[src/rtl/uc_multiciclo.sv]
// uc_multiciclo: multi-cycle Moore control unit for the rv32i core.
// Sequences fetch/decode/execute/memory/writeback over shared datapath resources.
module uc_multiciclo #(
  parameter int ALU_CTRL_W  = 3,
  parameter int FULL_BRANCH = 0,
  parameter int MEM_WAIT    = 0
) (
  input  logic                  clk,
  input  logic                  rst_n,
  input  logic [6:0]            op,
  input  logic [2:0]            f3,
  input  logic                  f7,
  input  logic                  zero,
  input  logic                  lt,
  input  logic                  ltu,
  input  logic                  memReady,
  output logic                  pcWrite,
  output logic                  adrSrc,
  output logic                  irWrite,
  output logic                  memWrite,
  output logic                  regWrite,
  output logic [1:0]            resSrc,
  output logic [1:0]            aluSrcA,
  output logic [1:0]            aluSrcB,
  output logic [2:0]            immSrc,
  output logic [ALU_CTRL_W-1:0] ALUControl,
  output logic                  illegal,
  output logic [3:0]            state
);

  typedef enum logic [3:0] {
    S_FETCH    = 4'd0,  S_DECODE = 4'd1,  S_MEMADR = 4'd2,  S_MEMREAD = 4'd3,
    S_MEMWB    = 4'd4,  S_MEMWRITE = 4'd5, S_EXECR = 4'd6,  S_EXECI   = 4'd7,
    S_ALUWB    = 4'd8,  S_JAL    = 4'd9,  S_JALR   = 4'd10, S_JALWB   = 4'd11,
    S_LUI      = 4'd12, S_BRANCH = 4'd13, S_TRAP   = 4'd14
  } state_t;

  localparam logic [3:0] ALU_ADD  = 4'd0, ALU_SUB = 4'd1, ALU_AND = 4'd2, ALU_OR  = 4'd3;
  localparam logic [3:0] ALU_XOR  = 4'd4, ALU_SLT = 4'd5, ALU_SLTU = 4'd6, ALU_SLL = 4'd7;
  localparam logic [3:0] ALU_SRL  = 4'd8, ALU_SRA = 4'd9;

  state_t cur, dispatch;
  logic   illegal_q;
  logic   ready, alu_ok, br_ok, taken;
  logic   pc_w, ir_w, mem_w, reg_w;
  logic   [ALU_CTRL_W-1:0] alu_fn;

  assign ready = (MEM_WAIT == 0) ? 1'b1 : memReady;

  // The base ALU has no shifter, xor or sltu, so those funct3 values cannot execute.
  assign alu_ok = (ALU_CTRL_W >= 4) ||
                  !((f3 == 3'b001) || (f3 == 3'b100) || (f3 == 3'b101) || (f3 == 3'b011));
  assign br_ok  = (FULL_BRANCH != 0) || (f3 == 3'b000);

  always_comb begin
    dispatch = S_TRAP;
    case (op)
      7'b0000011, 7'b0100011: dispatch = S_MEMADR;
      7'b0110011:             dispatch = alu_ok ? S_EXECR : S_TRAP;
      7'b0010011:             dispatch = alu_ok ? S_EXECI : S_TRAP;
      7'b1101111:             dispatch = S_JAL;
      7'b1100111:             dispatch = S_JALR;
      7'b0110111:             dispatch = S_LUI;
      7'b1100011:             dispatch = br_ok ? S_BRANCH : S_TRAP;
      default:                dispatch = S_TRAP;
    endcase
  end

  always_comb begin
    case (f3)
      3'b000:  taken = zero;
      3'b001:  taken = !zero;
      3'b100:  taken = lt;
      3'b101:  taken = !lt;
      3'b110:  taken = ltu;
      3'b111:  taken = !ltu;
      default: taken = 1'b0;
    endcase
  end

  // f7 only distinguishes sub in R-type; shifts use it in both R and I forms.
  always_comb begin
    case (f3)
      3'b000:  alu_fn = ALU_CTRL_W'((cur == S_EXECR && f7) ? ALU_SUB : ALU_ADD);
      3'b001:  alu_fn = ALU_CTRL_W'(ALU_SLL);
      3'b010:  alu_fn = ALU_CTRL_W'(ALU_SLT);
      3'b011:  alu_fn = ALU_CTRL_W'(ALU_SLTU);
      3'b100:  alu_fn = ALU_CTRL_W'(ALU_XOR);
      3'b101:  alu_fn = ALU_CTRL_W'(f7 ? ALU_SRA : ALU_SRL);
      3'b110:  alu_fn = ALU_CTRL_W'(ALU_OR);
      default: alu_fn = ALU_CTRL_W'(ALU_AND);
    endcase
  end

  always_ff @(posedge clk or negedge rst_n) begin
    if (!rst_n) begin
      cur       <= S_FETCH;
      illegal_q <= 1'b0;
    end else begin
      case (cur)
        S_FETCH:    if (ready) cur <= S_DECODE;
        S_DECODE: begin
          cur <= dispatch;
          if (dispatch == S_TRAP) illegal_q <= 1'b1;
        end
        S_MEMADR:   cur <= op[5] ? S_MEMWRITE : S_MEMREAD;
        S_MEMREAD:  if (ready) cur <= S_MEMWB;
        S_MEMWRITE: if (ready) cur <= S_FETCH;
        S_EXECR, S_EXECI, S_LUI:              cur <= S_ALUWB;
        S_JAL, S_JALR:                        cur <= S_JALWB;
        S_MEMWB, S_ALUWB, S_JALWB, S_BRANCH:  cur <= S_FETCH;
        S_TRAP:     cur <= S_TRAP;
        default:    cur <= S_TRAP;
      endcase
    end
  end

  always_comb begin
    pc_w = 1'b0; ir_w = 1'b0; mem_w = 1'b0; reg_w = 1'b0;
    adrSrc = 1'b0; resSrc = 2'b00; aluSrcA = 2'b00; aluSrcB = 2'b00; immSrc = 3'b000;
    ALUControl = ALU_CTRL_W'(ALU_ADD);
    case (cur)
      S_FETCH:    begin aluSrcB = 2'b10; resSrc = 2'b10; ir_w = ready; pc_w = ready; end
      S_DECODE:   begin aluSrcA = 2'b01; aluSrcB = 2'b01; immSrc = 3'b010; end
      S_MEMADR:   begin aluSrcA = 2'b10; aluSrcB = 2'b01; immSrc = op[5] ? 3'b001 : 3'b000; end
      S_MEMREAD:  adrSrc = 1'b1;
      S_MEMWB:    begin resSrc = 2'b01; reg_w = 1'b1; end
      S_MEMWRITE: begin adrSrc = 1'b1; mem_w = 1'b1; end
      S_EXECR:    begin aluSrcA = 2'b10; ALUControl = alu_fn; end
      S_EXECI:    begin aluSrcA = 2'b10; aluSrcB = 2'b01; ALUControl = alu_fn; end
      S_ALUWB:    reg_w = 1'b1;
      S_JAL:      pc_w = 1'b1;
      S_JALR:     begin aluSrcA = 2'b10; aluSrcB = 2'b01; resSrc = 2'b10; pc_w = 1'b1; end
      S_JALWB:    begin aluSrcA = 2'b01; aluSrcB = 2'b10; resSrc = 2'b10; reg_w = 1'b1; end
      S_LUI:      begin aluSrcA = 2'b11; aluSrcB = 2'b01; immSrc = 3'b100; end
      S_BRANCH:   begin aluSrcA = 2'b10; ALUControl = ALU_CTRL_W'(ALU_SUB); pc_w = taken; end
      default:    ;
    endcase
  end

  // Write enables are masked by reset so nothing commits while rst_n is low.
  assign pcWrite  = pc_w  & rst_n;
  assign irWrite  = ir_w  & rst_n;
  assign memWrite = mem_w & rst_n;
  assign regWrite = reg_w & rst_n;
  assign illegal  = illegal_q;
  assign state    = cur;

endmodule

[config.mk]
export PLATFORM = sky130hd
export DESIGN_NAME = uc_multiciclo
export DESIGN_NICKNAME = d
export VERILOG_FILES = /design/src/rtl/uc_multiciclo.sv
export SDC_FILE = /design/constraint.sdc
export NUM_CORES = 1
export LEC_CHECK = 0
export CAP_MARGIN = 10
export CORE_AREA = 5 5 61 63
export CTS_BUF_LIST = sky130_fd_sc_hd__clkbuf_16
export DETAILED_ROUTE_END_ITERATION = 10
export DIE_AREA = 0 0 66 68
export PLACE_DENSITY = 0.63
export SYNTH_ARGS = -nofsm -noshare
export SYNTH_HDL_FRONTEND = slang
export SYNTH_SLANG_ARGS = --single-unit
[constraint.sdc]
create_clock -name clk -period 1.6 [get_ports clk]
set_input_delay 0.24 -clock clk [delete_from_list [all_inputs] [get_ports clk]]
set_output_delay 0.24 -clock clk [all_outputs]
set_load 0.02 [all_outputs]
* Word level (Yosys, flattened, before mapping)
Index checks and enable logic that the tools add are counted.
** Storage, ports and cells
- Flip-flop bits (word level) :: 5
- Bits of input ports :: 17
** Operators by class
- Equality and inequality tests :: 29
- Mux-type cells :: 21
- Bitwise gates (word level) :: 4
- Reductions and logical operators :: 23
** Operators by type and width (number)
- case mux 4 bit (7 select lines) :: 2
- equality test 4 bit, second input constant :: 7
- equality test 7 x 6 -> 1 bit, second input constant :: 3
- equality test 7 bit, second input constant :: 3
- case mux 3 bit (7 select lines) :: 1
- equality test 4 x 3 -> 1 bit, second input constant :: 4
- OR reduction 5 bit :: 3
- equality test 3 bit, second input constant :: 4
- OR reduction 2 bit :: 6
- OR reduction 3 bit :: 4
- case mux 3 bit (3 select lines) :: 1
- equality test 4 x 2 -> 1 bit, second input constant :: 2
- 2-to-1 mux 4 bit :: 2
- case mux 2 bit (2 select lines) :: 2
- equality test 7 x 2 -> 1 bit, second input constant :: 1
- equality test 7 x 5 -> 1 bit, second input constant :: 1
- 2-to-1 mux 1 bit :: 7
- equality test 3 x 2 -> 1 bit, second input constant :: 2
- case mux 1 bit (6 select lines) :: 1
- case mux 2 bit (3 select lines) :: 1
- case mux 3 bit (2 select lines) :: 1
- bitwise AND 1 bit :: 4
- equality test 4 x 1 -> 1 bit, second input constant :: 1
- zero test 4 bit :: 1
- 9 further kinds :: 13

* Logic depth before layout (Yosys ltp)
- Word-level depth :: 8
- Mapped depth :: 5

* Worst setup path before layout
No wires, ideal clock.
- Kind :: register -> output
- From :: register cur[3] (netlist: state[3])
- To :: output port regWrite
- Arrival :: 1.546 ns
- Setup slack :: -0.186 ns
- Stages on the path, launching flop included :: 5
- Cells stage by stage :: dfrtp_1 clkbuf_1 nor2b_1 o21ai_0 a21boi_0
** On the way
- Word-level cells in the longest chain between the ends :: 4
** RTL lines
- start, declared :: RTL line 42 : state_t cur, dispatch;
- start signal, assigned :: RTL line 103 : cur <= dispatch;
- start signal, assigned :: RTL line 106 : S_MEMADR: cur <= op[5] ? S_MEMWRITE : S_MEMREAD;
- equality test 4 bit or equality test 4 x 3 -> 1 bit (tied branches) :: RTL line 122 : case (cur)
- OR reduction 3 bit (no source line) (*)
- 2-to-1 mux 1 bit (*) :: RTL line 122
- bitwise AND 1 bit (*) :: RTL line 145 : assign regWrite = reg_w & rst_n;
- end, declared :: RTL line 21 : output logic regWrite,
Every way passes the cells marked *; elsewhere a longest branch is shown, timed or not.

* Final worst setup path
- From :: register cur[3] (netlist: state[3])
- To :: output port pcWrite
** On the way
- Word-level cells in the longest chain between the ends :: 4
** RTL lines
- equality test 4 bit or zero test 4 bit (tied branches) :: RTL line 122
- OR reduction 3 bit (no source line)
- case mux 1 bit (2 select lines) (*) :: RTL line 122
- bitwise AND 1 bit (*) :: RTL line 142 : assign pcWrite = pc_w & rst_n;
- end, declared :: RTL line 17 : output logic pcWrite,
Marked as above.

==> impl_results.md <==
* Layout cells sized above 1 at 0.532
* Core area at 3180 um2
* Vias per Instance at 4.84
* Mean Syn Cell Area at 6.73 um2
* Nature of the critical path endpoint: output pin
* Critical Path AT at 1.43 ns
* DIE AREA at 4490 um2
* Peak VDD IR at 534 uV
* DR DRC count at 0
* Hold WC Path Type: register to register
* Yosys warning total at 0
* Most frequent cells in the layout: buf_4 (42), buf_6 (12), nand2_1 (10), clkdlybuf4s50_1 (10)
* CP most frequent cell: buf_6
* Router iterations before antenna repair at 4
* Worst-path cell with the longest stage delay: dfrtp_2
* Status: finished, violations left
* Setup-failing EPs final at 6
* Detailed Place HPWL at 2300 um
* # IOs at 39
* CTS clock-pin slew for the worst setup and hold paths at 0.03 ns
* Grt ovf at 0
* Seq/Total Area, Yosys at 0.171
* Buffers on Ports at 37
* Leak pwr at 0.000736 uW
* Tcrit/Tclk final at 1.04
* Crit-path cells: buf_6, and3_4, a211o_1, buf_6
* CTS H-Tree Depth at 1
* GP Congestion at 0.780
* Cell Pwr Density at 1720 nW/um2
* Final ANT Viol Nets at 0
* Initial DRC Count at 13
* Placed cells at 226
* Worst-Skew Late Latency at 0.23 ns
* Post-route cell area at 1650 um2
* Cell taking the most area after synthesis: dfrtp_1
* Post-synth EDFFs at 0
* Clk sink count at 5
* Vias in the first global route at 1071
* Worst Tran Pin Value at 0.314 ns
* Violated checks: setup timing
* Area grow syn2layout at 125%
* Setup ws final at -0.0669 ns
* Most common cell after layout, fill and taps aside: buf_4
* Post-route minimum period at 1.67 ns
* Max-slew violation count at 0
* RSZ-0062 raised after global routing: yes
* Initial Util at 0.231
* Synth area leaders: dfrtp_1 (17%), o21ai_0 (6.8%), nor2_1 (6.7%)
* Initial antenna violation count at 0
* Die extent in x at 66 um
* Startpoint types: register
* CTS tree: built
* CTS root buf: clkbuf_16
* Fin cells at 232
* Via count at 1124
* Synth Flop Type: dfrtp_1
* Syn Std Cell Area at 733 um2
* GRT Total Usage at 0.131
* Worst Clk Skew at 0.00141 ns
* Flop and latch count out of synthesis at 5
* Syn nets at 126
* Longest Clk Path Bufs at 2
* Data required time at the worst endpoint at 1.36 ns
* # diodes at 0
* TritonCTS Buffers at 3
* Gate count of the mapped netlist at 109
* Rows at 21
* Max-capacitance violation count at 0
* Relative slew margins at 0.791
* Ys async rst share at 1.00
* Post-synth cell types at 42
* Hold Vio Cnt, Final at 0
* Wirelength per Cell at 13.0 um
* TNS Setup at -0.154 ns
* Largest net degree at the start of global routing at 14
* Crit path kind: register to output pin
* FMAX at 0.600 GHz
* Die height at 68 um
* Total placed instance area at 1440 um2
* Final net count at 204
* Drt total wl at 3020 um
* Yosys top cell area share at 0.171
* First-pass GRT wire length at 4640 um
* Max stage delay on crit path at 0.46 ns
* Crit Path Max Fanout at 5
layout make-up:
cell class	count	area, um2
timing repair buffer	79	664
tap	46	57.6
clock buffer	3	75.1
fill	306	1530
sequential	5	130
multi-input combinational	95	707
inverter	3	11.3
clock inverter	1	3.75
power breakdown:
part | switching [uW] | total (uW) | leakage [uW] | internal [uW]
clock | 84.1 | 408 | 0.0000423 | 324
combinational | 1060 | 2110 | 0.000640 | 1050
sequential | 125 | 313 | 0.0000541 | 188
synthesized netlist by cell type (2+ instances only):
library cell and count:
nor2_1 13, nor3_1 3, clkbuf_1 3, nor2b_1 3, o21ai_0 10, nand3_1 6, nand3b_1 2, nor3b_1 2
xnor2_1 2, nand2b_1 2, and4_1 2, a21boi_0 2, or2_2 2, nand2_1 12, inv_1 3, a21oi_1 8
and3_1 4, mux2i_1 2, dfrtp_1 5
logic make-up (layout without fill, tap and decap cells):
| group | after synthesis | count (layout) | synth area share |
|---|---|---|---|
| and+or+nand+nor | 58 | 58 | 0.420 |
| AOI/OAI and AO/OA | 32 | 32 | 0.288 |
| muxes | 2 | 2 | 0.0273 |
| buffers and inverters | 9 | 86 | 0.0580 |
| xor gates and xnor gates | 3 | 3 | 0.0358 |
| DFF | 5 | 5 | 0.171 |
stage by stage:
stage                      util  power (uW)  setup WS [ns]  hold WS [ns]
final                     0.519        2830        -0.0669         0.459
after global routing      0.519        3020         -0.107         0.483
after global placement    0.452        2110         -0.714         0.462
after CTS                 0.471        2540        -0.0456         0.462
after floorplan               -        1130        -0.0520       -0.0556
after detailed placement  0.452        2130         -0.724         0.455
sequential cells by signal, indices dropped and copies added (netlist names):
register,count
state,4
illegal,1
routing by layer:
metal | track usage | vias up | part of all wire
li1 | - | 553 | -
met1 | 0.156 | 529 | 0.41
met2 | 0.223 | 34 | 0.50
met3 | 0.0263 | 8 | 0.056
met4 | 0.0660 | 0 | 0.030
met5 | 0 | - | 0
worst max-delay path, delay by kind of cell, from the launching register on:
family                 cells  cell delay, ns
AO/OA/AOI/OAI              1            0.29
buffers and inverters      2            0.28
flip-flops                 1            0.46
AND/OR/NAND/NOR            1            0.16
path summary, 6_finish.rpt:
| check | from | end | slack [ns] | depth (start not counted) |
|---|---|---|---|---|
| min in group asynchronous | rst_n | illegal | 0.53 | 3 |
| hold / removal | illegal | illegal | 0.46 | 1 |
| setup / recovery | state[3] | pcWrite | -0.07 | 4 |
| setup reg to reg | state[3] | illegal | 0.10 | 6 |
| max in group asynchronous | rst_n | state[3] | 0.95 | 3 |
| hold reg to reg | illegal | illegal | 0.46 | 1 |
timing repair:
item / in CTS / in global routing
buffers inserted: 0 / 2
setup endpoints to repair: 24 / 18
gates resized for setup: 109 / 41
pin swaps: 3 / 8
hold buffers: 0 / 0
Power figures use the tool's default switching activity.
